File: config.mk
export PLATFORM = sky130hd
export DESIGN_NAME = stream_rr_arbiter
export DESIGN_NICKNAME = d
export VERILOG_FILES = /design/src/rtl/stream_rr_arbiter_pkg.sv /design/src/rtl/stream_rr_arbiter_rr_select.sv /design/src/rtl/stream_rr_arbiter.sv
export SDC_FILE = /design/constraint.sdc
export NUM_CORES = 1
export LEC_CHECK = 0
export CORE_UTILIZATION = 30
export CTS_BUF_LIST = sky130_fd_sc_hd__clkbuf_8 sky130_fd_sc_hd__clkbuf_16
export CTS_CLUSTER_DIAMETER = 150
export CTS_CLUSTER_SIZE = 24
export DETAILED_ROUTE_END_ITERATION = 8
export SLEW_MARGIN = 20
export SYNTH_ARGS = -nofsm -noshare
export SYNTH_HDL_FRONTEND = slang
export SYNTH_HIERARCHICAL = 1
export SYNTH_SLANG_ARGS = --single-unit
File: constraint.sdc
create_clock -name clk -period 4.5 [get_ports clk]
set_input_delay 1.125 -clock clk [delete_from_list [all_inputs] [get_ports clk]]
set_output_delay 1.125 -clock clk [all_outputs]
set_load 0.02 [all_outputs]
File: src/rtl/stream_rr_arbiter_pkg.sv
// Shared definitions for the stream round-robin arbiter.
//   arb_state_t   : controller state (IDLE arbitrates, GRANT streams one source)
//   DEF_NUM_SRC   : default number of sources
//   DEF_WIDTH     : default beat width
//   DEF_MAX_BURST : default beats per grant
package stream_rr_arbiter_pkg;

  localparam int unsigned DEF_NUM_SRC   = 4;
  localparam int unsigned DEF_WIDTH     = 8;
  localparam int unsigned DEF_MAX_BURST = 4;

  typedef enum logic [0:0] {
    IDLE  = 1'b0,
    GRANT = 1'b1
  } arb_state_t;

endpackage

File: src/rtl/stream_rr_arbiter_rr_select.sv
// Rotating-priority selector: returns the first set request at or after ptr,
// searching upward and wrapping around.
//   req     : request vector, one bit per source
//   ptr     : index with highest priority this cycle
//   gnt_idx : winning source index (0 when nothing requests)
//   gnt_any : at least one request is set
module rr_select
  import stream_rr_arbiter_pkg::*;
#(
  parameter int unsigned NUM_SRC = DEF_NUM_SRC
) (
  input  logic [NUM_SRC-1:0]         req,
  input  logic [$clog2(NUM_SRC)-1:0] ptr,
  output logic [$clog2(NUM_SRC)-1:0] gnt_idx,
  output logic                       gnt_any
);

  localparam int unsigned SrcW = $clog2(NUM_SRC);
  localparam int unsigned SumW = SrcW + 1;

  logic [SumW-1:0] sum;
  logic [SrcW-1:0] idx;

  always_comb begin
    gnt_idx = '0;
    gnt_any = 1'b0;
    sum     = '0;
    idx     = '0;
    for (int unsigned off = 0; off < NUM_SRC; off++) begin
      // ptr + off is below 2*NUM_SRC, so one conditional subtract is a full modulo.
      sum = {1'b0, ptr} + SumW'(off);
      if (sum >= SumW'(NUM_SRC)) begin
        sum = sum - SumW'(NUM_SRC);
      end
      idx = sum[SrcW-1:0];
      if (!gnt_any && req[idx]) begin
        gnt_any = 1'b1;
        gnt_idx = idx;
      end
    end
  end

endmodule

File: src/rtl/stream_rr_arbiter.sv
// Round-robin arbiter merging NUM_SRC ready/valid streams into one registered
// output stream. A grant lasts up to MAX_BURST beats, or until the granted
// source stops offering data; each grant end costs one IDLE arbitration cycle.
//   clk, rst_n : clock, asynchronous active-low reset
//   s_valid    : per-source beat valid
//   s_data     : per-source beats, source i at [i*WIDTH +: WIDTH]
//   s_ready    : per-source accept (only the granted source, when output has room)
//   m_valid    : registered output beat valid
//   m_data     : registered output beat
//   m_src      : source index of m_data
//   m_ready    : downstream accept
//   busy       : high while a grant is active
module stream_rr_arbiter
  import stream_rr_arbiter_pkg::*;
#(
  parameter int unsigned NUM_SRC   = DEF_NUM_SRC,
  parameter int unsigned WIDTH     = DEF_WIDTH,
  parameter int unsigned MAX_BURST = DEF_MAX_BURST
) (
  input  logic                       clk,
  input  logic                       rst_n,
  input  logic [NUM_SRC-1:0]         s_valid,
  input  logic [NUM_SRC*WIDTH-1:0]   s_data,
  output logic [NUM_SRC-1:0]         s_ready,
  output logic                       m_valid,
  output logic [WIDTH-1:0]           m_data,
  output logic [$clog2(NUM_SRC)-1:0] m_src,
  input  logic                       m_ready,
  output logic                       busy
);

  localparam int unsigned SrcW = $clog2(NUM_SRC);
  localparam int unsigned CntW = $clog2(MAX_BURST + 1);

  arb_state_t      state_q, state_d;
  logic [SrcW-1:0] rr_ptr_q, rr_ptr_d;
  logic [SrcW-1:0] grant_q, grant_d;
  logic [CntW-1:0] burst_cnt_q, burst_cnt_d;
  logic            m_valid_q, m_valid_d;
  logic [WIDTH-1:0] m_data_q, m_data_d;
  logic [SrcW-1:0] m_src_q, m_src_d;

  logic [SrcW-1:0]  sel_idx;
  logic             sel_any;
  logic             out_free;
  logic             gnt_valid;
  logic [WIDTH-1:0] gnt_data;
  logic             xfer;
  logic             burst_last;
  logic [SrcW-1:0]  ptr_next;

  rr_select #(
    .NUM_SRC(NUM_SRC)
  ) u_rr_select (
    .req    (s_valid),
    .ptr    (rr_ptr_q),
    .gnt_idx(sel_idx),
    .gnt_any(sel_any)
  );

  // The output register can take a beat when empty or being drained this cycle.
  assign out_free   = !m_valid_q || m_ready;
  assign gnt_valid  = s_valid[grant_q];
  assign gnt_data   = s_data[grant_q*WIDTH +: WIDTH];
  assign xfer       = (state_q == GRANT) && out_free && gnt_valid;
  assign burst_last = (burst_cnt_q + CntW'(1)) == CntW'(MAX_BURST);
  assign ptr_next   = (grant_q == SrcW'(NUM_SRC - 1)) ? '0 : grant_q + SrcW'(1);

  always_comb begin
    s_ready = '0;
    if ((state_q == GRANT) && out_free) begin
      s_ready[grant_q] = 1'b1;
    end
  end

  always_comb begin
    state_d     = state_q;
    rr_ptr_d    = rr_ptr_q;
    grant_d     = grant_q;
    burst_cnt_d = burst_cnt_q;
    unique case (state_q)
      IDLE: begin
        if (sel_any) begin
          grant_d     = sel_idx;
          burst_cnt_d = '0;
          state_d     = GRANT;
        end
      end
      GRANT: begin
        // Offered a slot: either take the beat, or end on an idle source.
        if (out_free) begin
          if (gnt_valid) begin
            burst_cnt_d = burst_cnt_q + CntW'(1);
            if (burst_last) begin
              state_d  = IDLE;
              rr_ptr_d = ptr_next;
            end
          end else begin
            state_d  = IDLE;
            rr_ptr_d = ptr_next;
          end
        end
      end
      default: state_d = IDLE;
    endcase
  end

  always_comb begin
    m_valid_d = m_valid_q;
    m_data_d  = m_data_q;
    m_src_d   = m_src_q;
    if (xfer) begin
      m_valid_d = 1'b1;
      m_data_d  = gnt_data;
      m_src_d   = grant_q;
    end else if (m_ready) begin
      m_valid_d = 1'b0;
    end
  end

  always_ff @(posedge clk or negedge rst_n) begin
    if (!rst_n) begin
      state_q     <= IDLE;
      rr_ptr_q    <= '0;
      grant_q     <= '0;
      burst_cnt_q <= '0;
      m_valid_q   <= 1'b0;
      m_data_q    <= '0;
      m_src_q     <= '0;
    end else begin
      state_q     <= state_d;
      rr_ptr_q    <= rr_ptr_d;
      grant_q     <= grant_d;
      burst_cnt_q <= burst_cnt_d;
      m_valid_q   <= m_valid_d;
      m_data_q    <= m_data_d;
      m_src_q     <= m_src_d;
    end
  end

  assign m_valid = m_valid_q;
  assign m_data  = m_data_q;
  assign m_src   = m_src_q;
  assign busy    = (state_q == GRANT);

endmodule

# Word level (Yosys, flattened, before mapping)
# Cells that the tools add are included.
# W data, S select, Z words.
[word_totals]
regBits = 19
mem_bits_ro = 0
memories = 0
ram_bits = 0
word_cells = 88
latch_bits = 0
[op_classes]
n_reduce_logical = 15
eq_ne = 6
bitwise_logic = 1
n_mux = 39
order_cmp = 10
add_sub_neg = 9
div = 0
n_shift = 1
mul = 0
[ops]
columns = ["op", "n"]
rows = [
  ["$shiftx A32 B6 Y8", 1],
  ["$mux W2", 11],
  ["$mux W1", 16],
  ["$lt A2 B3 Y1 const B", 5],
  ["$bmux W1 S2", 5],
  ["$ge A3 B3 Y1 const B", 3],
  ["$mux W3", 3],
  ["$sub A2 B1 Y2 const B", 4],
  ["$add A2 B2 Y3 const B", 2],
  ["$logic_and A1 B1 Y1", 6],
  ["$ne A2 B1 Y1 const B", 3],
  ["$pmux W3 S2", 1],
  ["$reduce_and A3 Y1", 2],
  ["$logic_not A1 Y1", 4],
  ["$mux W4", 1],
  ["$add A2 B1 Y3 const B", 1],
  ["$add A3 B1 Y3 const B", 1],
  ["$eq A3 B3 Y1 const B", 1],
  ["$ge A2 B3 Y1 const B", 1],
  ["$add A2 B1 Y2 const B", 1],
  ["$demux W1 S2", 1],
  ["$eq A2 B2 Y1 const B", 1],
  ["$ge A2 B1 Y1 const B", 1],
  ["$ne A2 B2 Y1 const B", 1],
  ["other kinds (5)", 5],
]

# Longest topological paths before layout
# Gate-level depths: netlist of run 1.
[depth]
ltp_word = 16
mapped_depth = 6

# Cells and area by module
# The synthesis of run 1 kept the hierarchy.
[by_module_without_submodules]
columns = ["mod", "area_per_inst_um2", "seq_area_each_um2", "instances", "cells_per_inst"]
rows = [
  ["stream_rr_arbiter", 1136.1, 475.5, 1, 90],
  ["rr_select", 77.6, 0.0, 1, 15],
]

# Least setup slack after synthesis of run 1
# No wires, ideal clock.
[synth_timing]
path_kind = "input to output"
startpoint = "input port m_ready"
endpoint = "output port s_ready[0]"
arrival_time_ns = 1.711
path_slack_ns = 1.664
required_time_ns = 3.375
path_stages = 3
cell_sequence = "nand2b_1 clkbuf_1 and3_1"
[synth_via]
elab_chain_cells = 3
[synth_lines]
columns = ["element", "line_no", "text"]
rows = [
  ["from (decl)", "stream_rr_arbiter.sv:28", "input logic m_ready,"],
  ["$logic_or A1 B1 Y1", "stream_rr_arbiter.sv:62", "assign out_free = !m_valid_q || m_ready;"],
  ["$logic_and A1 B1 Y1", "stream_rr_arbiter.sv:71", "if ((state_q == GRANT) && out_free) begin"],
  ["$mux W4", "stream_rr_arbiter.sv:71", ""],
  ["to (decl)", "stream_rr_arbiter.sv:24", "output logic [NUM_SRC-1:0] s_ready,"],
]
# No other way between the ends.

# Worst setup path after layout of run 1
# Ends and elaborated chain as after synthesis.

==> metrics.md, run 1 <==
| Metric | Value |
|---|---|
| Hold buffer count at cts | 0 |
| Synth area leaders | dfrtp_1 (39%), mux4_2 (15%), mux2_4 (8.7%) |
| # rows | 22 |
| Tot GR Track Use | 0.1422 |
| Clk pin slew, worst setup/hold paths | 0.07 ns |
| Gate power share | 0.583 |
| PwrDens | 599.7 nW/um2 |
| Status | complete, no violations |
| Power Total | 0.001102 W |
| Routed WL | 3.035 mm |
| Switch share | 0.3847 |
| Syn_area_per_cell | 11.56 um2 |
| Maximum root-to-sink buffer count | 2 |
| Synthesized flop and latch total | 19 |
| Data arrival, critical path | 2.67 ns |
| Synth Instances | 105 |
| Die X | 65.61 um |
| Fin nets | 205 |
| First-pass GRT wire length | 4.526 mm |
| DR WL/cell | 14.66 um |
| Placed Cells | 203 |
| Worst-skew pair later-pin latency | 0.25 ns |
| GRT overflow | 0 |
| Final worst slack | 0.7026 ns |
| VDD IR max | 182.8 uV |
| Post-Synth Simple-Gate Area | 0.1134 |
| CP Capture Type | primary output |
| Met1 Wirelength | 1.269 mm |
| Fmax | 0.2633 GHz |
| Worst Max-Slew Pin Slew | 0.8553 ns |
| Fin. Hold Viols | 0 |
| Fill count | 329 |
| Wire length on met3 | 284 um |
| Post-Synth Adder-Cell Area | 0.06186 |
| Die ar. | 4304 um2 |
| Post-route ant nets | 0 |
| Post-Syn Nets | 150 |
| Cell taking the most area after synthesis | dfrtp_1 |
| Period utilization | 0.8439 |
| TritonCTS Buffers | 3 |
| Yosys top cell area share | 0.3918 |
| Drc violations | 0 |
| # Post-CTS Setup Buffers | 0 |
| Post-CTS sizing | 0 |
| RSZ-0062 raised after global routing | no |
| Slew Limit Fails | 0 |
| Sink Count | 19 |
| Setup TNS | 0 ns |
| Post-route insts no fill | 207 |
| Clock share of power | 0.104 |
| Multiplexer share of the synthesized area | 0.3010 |
| GPL Wtd Cong | 0.8430 |
| Core area | 3771 um2 |
| TritonCTS clock tree | built |
| # IOs | 55 |
| Area Growth Syn to Fin | 51.44% |
| Netlist cell types | 25 |
| MaxCap Viol Count | 0 |
| Largest net degree at the start of global routing | 20 |
| Final worst path period need | 3.797 ns |
| Final setup fails | 0 |
| Sw power | 0.0004240 W |
| XOR/XNOR Fraction of Synth Area | 0.007216 |
| DP Wirelength | 2.393 mm |
| Vias per inst | 4.937 |
| CP required | 3.38 ns |
| Routed wl met2 | 1.482 mm |
| Yosys warning count | 6 |
| P_int | 0.0006782 W |
| Antenna violations before repair | 0 |
| Die Y | 65.61 um |
| Starting Density | 0.3218 |
| Starting DRT DRC Count | 17 |
| Sequential share of power | 0.313 |
| Max FO, Critical Path | 9 |
| Post-synthesis compound-gate area fraction | 0.07629 |
| Vias | 1,022 |
| Number of global-route vias before repair | 971 |
| Worst hold path class | flop to flop |
| R2R Setup Slk | 2.58 ns |
| Setup slack at placement | 0.7130 ns |
| Slew Limit Headroom | 0.4280 |
| # H-tree levels | 1 |
| DRT Pass-1 Iters | 4 |
| Main combinational cell family by area after synthesis | multiplexers |
| Layout Skew | 0.0008487 ns |
| Port Buffers | 54 |
| Leakage power total | 0.8064 nW |
| CP Class | primary input to primary output |
| Final Core Density | 0.4874 |
| Clock Tree Root | clkbuf_8 |
| Syn Std Cell Area | 1214 um2 |
| Share of layout cells above drive strength 1 | 0.1509 |
| ANT cells | 0 |
| Crit path launch type | primary input |
| Highest routed layer | met3 |
| Seq/Total Area, Yosys | 0.3918 |
-- cell usage after synthesis --
cell,instances
nand2b_1,3
nand3_1,3
clkbuf_1,2
nand2_1,13
dfrtp_1,19
o221ai_1,1
and3_4,1
nor2_1,5
o211ai_1,1
ha_1,6
a21oi_1,5
inv_2,1
and3_1,4
mux4_2,8
mux2_2,3
inv_1,7
o21ai_0,7
mux2i_1,2
a221o_1,1
buf_6,1
a31oi_1,1
xor2_1,1
buf_2,2
mux4_1,1
mux2_4,7
-- final cells by class --
| type | instances | area, um2 | share of cell area |
|---|---|---|---|
| clock buffer | 3 | 41.29 | 0.02246 |
| clock inverter | 1 | 3.754 | 0.002042 |
| inverter | 8 | 30.03 | 0.01634 |
| multi-input combinational | 73 | 679.4 | 0.3696 |
| sequential | 19 | 475.5 | 0.2587 |
| tap | 48 | 60.06 | 0.03268 |
| timing repair buffer | 55 | 548.0 | 0.2982 |
-- per-layer routing --
metal / up-vias / GRT usage
met5: - / 0
met4: 0 / 0.04076
met3: 0 / 0.04514
met2: 48 / 0.2539
met1: 487 / 0.1607
li1: 487 / -
-- cells in the final DEF, fill, tap and decap left out, types with 4 or more instances in the layout --
cell,instances
a21oi_1,5
and3_1,4
clkdlybuf4s50_1,54
dfrtp_1,19
ha_1,6
inv_1,8
mux2_4,7
mux4_2,8
nand2_1,13
nor2_1,5
o21ai_0,7
-- through the flow --
step	instance area, um2	hold slack [ns]
3_5_place_dp	1793	0.4689
2_1_floorplan	1214	0.4646
4_1_cts	1838	0.4850
3_3_place_gp	1793	0.4598
6_report	1838	0.4777
5_1_grt	1838	0.5220
-- power groups by stage --
stage	combinational [W]	clock [W]	sequential, W
after floorplan	0.000377	0	0.000378
after global placement	0.000637	0	0.000342
after detailed placement	0.000644	0	0.000349
after CTS	0.000650	0.000119	0.000344
after global routing	0.000695	0.000126	0.000358
final	0.000643	0.000114	0.000345
-- state kept, by name, indices dropped and copies added (netlist names) --
register / flops
busy: 1
rr_ptr_q: 2
m_valid: 1
grant_q: 2
m_src: 2
burst_cnt_q: 3
m_data: 8
-- logic make-up after synthesis --
kind of cell | count (synthesis)
AND/OR/NAND/NOR | 29
multiplexers | 21
flip-flops | 19
AO/OA/AOI/OAI | 16
buffers and inverters | 13
adder cells (fa/ha/maj) | 6
XOR/XNOR | 1
-- worst max-delay path: stages --
cell	delay, ns
clkdlybuf4s50_1	0.44
nand2b_1	0.28
and3_1	0.21
clkdlybuf4s50_1	0.61
-- path summary, 6_finish.rpt --
check,start,end,depth (start not counted)
max reg2reg,grant_q[0],rr_ptr_q[1],3
max,m_ready,s_ready[0],4
min in group asynchronous,rst_n,m_data[3],1
max in group asynchronous,rst_n,m_data[6],1
min,m_data[5],m_data[5],2
min reg2reg,m_data[5],m_data[5],2
(Power assumes the default switching activity.)
==> run 2: changes to the inputs <==
Clock period 4.5 ns to 3.2 ns, I/O delays scaled along.
==> run 2 against run 1 <==
Effect of this change:
- final area rose by 0.82%
- clock skew increased by 0.0019 ns
- core utilization is 0.40 points higher
- largest cell class unchanged
- setup slack got worse by 0.59 ns
- via count rose by 0.68%
- first-iteration DRC count down 53%
- critical path type unchanged
- power grew 41%
- highest routed layer is now met4
- clock power increased by 45%
==> metrics.md, run 2 (synthesis gave the netlist of run 1 again) <==
| Metric | Value |
|---|---|
| Worst Max-Slew Pin Slew | 0.8443 ns |
| GR Util met1 | 0.1772 |
| Most frequent cells in the layout | clkdlybuf4s50_1 (54), dfrtp_1 (19), nand2_1 (13) |
| Crit path launch type | primary input |
| Starting DRT DRC Count | 8 |
| ANT cells | 0 |
| Power Total | 0.001557 W |
| CP dominant cell by count | clkdlybuf4s50_1 |
| Post-route ant nets | 0 |
| Maximum root-to-sink buffer count | 2 |
| Antenna violations before repair | 0 |
| Fmax | 0.3238 GHz |
| Fill count | 337 |
| RSZ-0062 raised after global routing | no |
| Tot GR Track Use | 0.1401 |
| R2R Setup Slk | 1.34 ns |
| # H-tree levels | 1 |
| Fin nets | 207 |
| GRT overflow | 0 |
| Sink Count | 19 |
| First-pass GRT wire length | 4.547 mm |
| Critical Path, Cell by Cell | clkdlybuf4s50_1, nand2b_1, and3_1, clkdlybuf4s50_1 |
| Worst-skew pair later-pin latency | 0.25 ns |
| CP max stage cell | clkdlybuf4s50_1 |
| Largest net degree at the start of global routing | 20 |
| Met2 Use GR | 0.2371 |
| CP Capture Type | primary output |
| CP required | 2.40 ns |
| Setup TNS | 0 ns |
| DRT Pass-1 Iters | 4 |
| GR Util met3 | 0.03646 |
| # Post-CTS Setup Buffers | 0 |
| TritonCTS Buffers | 3 |
| Routed WL | 2.953 mm |
| WHS Endpoint | m_src[0] |
| Sequential cell area | 475.5 um2 |
| DR WL/cell | 14.13 um |
| Max FO, Critical Path | 6 |
| FF-to-FF End | rr_ptr_q[0] |
| Die X | 65.61 um |
| Port Buffers | 54 |
| Fin. Hold Viols | 0 |
| Die ar. | 4304 um2 |
| Grt peak-use layer | met2 |
| Vias per inst | 4.923 |
| Starting Density | 0.3218 |
| CP Class | primary input to primary output |
| Final setup fails | 0 |
| MaxCap Viol Count | 0 |
| Setup slack at placement | 0.1267 ns |
| Vias | 1,029 |
| Layout Skew | 0.002779 ns |
| TritonCTS clock tree | built |
| DP Wirelength | 2.314 mm |
| Leakage power total | 0.8159 nW |
| Slew Limit Fails | 0 |
| GPL Wtd Cong | 0.8331 |
| Post-CTS sizing | 0 |
| Area Growth Syn to Fin | 52.68% |
| Share of layout cells above drive strength 1 | 0.1615 |
| Min-delay src | m_src[0] |
| Post-route insts no fill | 209 |
| Clk pin slew, worst setup/hold paths | 0.07 ns |
| Placed Cells | 205 |
| Core area | 3771 um2 |
| Data arrival, critical path | 2.29 ns |
| Max reg flops | 8 |
| Final worst path period need | 3.088 ns |
| Drc violations | 0 |
| CP peak stage delay | 0.60 ns |
| CP bufs+invs | 2 |
| # IOs | 55 |
| Clock Tree Root | clkbuf_8 |
| Leading cell type in the layout, fill and taps excluded | clkdlybuf4s50_1 |
| Multi-input logic area | 679.4 um2 |
| PwrDens | 840.3 nW/um2 |
| Status | complete, no violations |
| # rows | 22 |
| VDD IR max | 288.4 uV |
| Period utilization | 0.9650 |
| Hold buffer count at cts | 0 |
| Number of global-route vias before repair | 990 |
| Die Y | 65.61 um |
| Reg2Reg Depth | 3 |
| Final worst slack | 0.1120 ns |
| Family with the most delay on the worst path | buffers and inverters |
| Worst hold path class | flop to flop |
| Slew Limit Headroom | 0.4354 |
| Hold Path Depth | 2 |
| Worst r2r src | grant_q[0] |
==> run 2: changes by cell type in the layout (fill, tap and decap cells not counted), sizes merged <==
cell,delta
buf,+2
==> run 2: layout make-up <==
class                      count  share of cell area
sequential                    19              0.2566
timing repair buffer          57              0.3038
inverter                       8             0.01621
multi-input combinational     73              0.3666
tap                           48             0.03241
clock buffer                   3             0.02228
clock inverter                 1            0.002026
==> run 2: tightest hold or removal path: cells and delay by family (launching register included) <==
| kind | cells | cell delay, ns |
|---|---|---|
| DFF | 1 | 0.34 |
| and+or+nand+nor | 1 | 0.04 |
| AOI/OAI and AO/OA | 1 | 0.06 |
==> run 2: how the worst max path moves through the flow <==
stage / from / end / slack (ns) / depth (start not counted)
after floorplan: m_ready / s_ready[0] / 1.01 / 3
after CTS: m_ready / s_ready[0] / 0.10 / 4
after global routing: m_ready / s_ready[0] / 0.03 / 4
after global placement: m_ready / s_ready[0] / 0.13 / 4
final: m_ready / s_ready[0] / 0.11 / 4
after detailed placement: m_ready / s_ready[0] / 0.13 / 4
==> run 2: power breakdown <==
part / total (W) / switching [W] / internal (W)
clock: 0.000165 / 0.0000798 / 0.0000853
combinational: 0.000928 / 0.000407 / 0.000521
sequential: 0.000464 / 0.000105 / 0.000359
==> run 2: layer usage <==
layer / wire length (um) / part of all wire / up-vias
met5: 0 / 0 / -
met4: 11 / 0.0037 / 0
met3: 301 / 0.10 / 2
met2: 1347 / 0.46 / 48
met1: 1293 / 0.44 / 492
li1: - / - / 487
==> run 2: through the flow <==
step / utilization / area, um2 / hold slack (ns)
after floorplan: - / 1214 / 0.4646
after global placement: 0.4794 / 1808 / 0.4586
after detailed placement: 0.4794 / 1808 / 0.4728
after CTS: 0.4914 / 1853 / 0.4889
after global routing: 0.4914 / 1853 / 0.5028
final: 0.4914 / 1853 / 0.4791
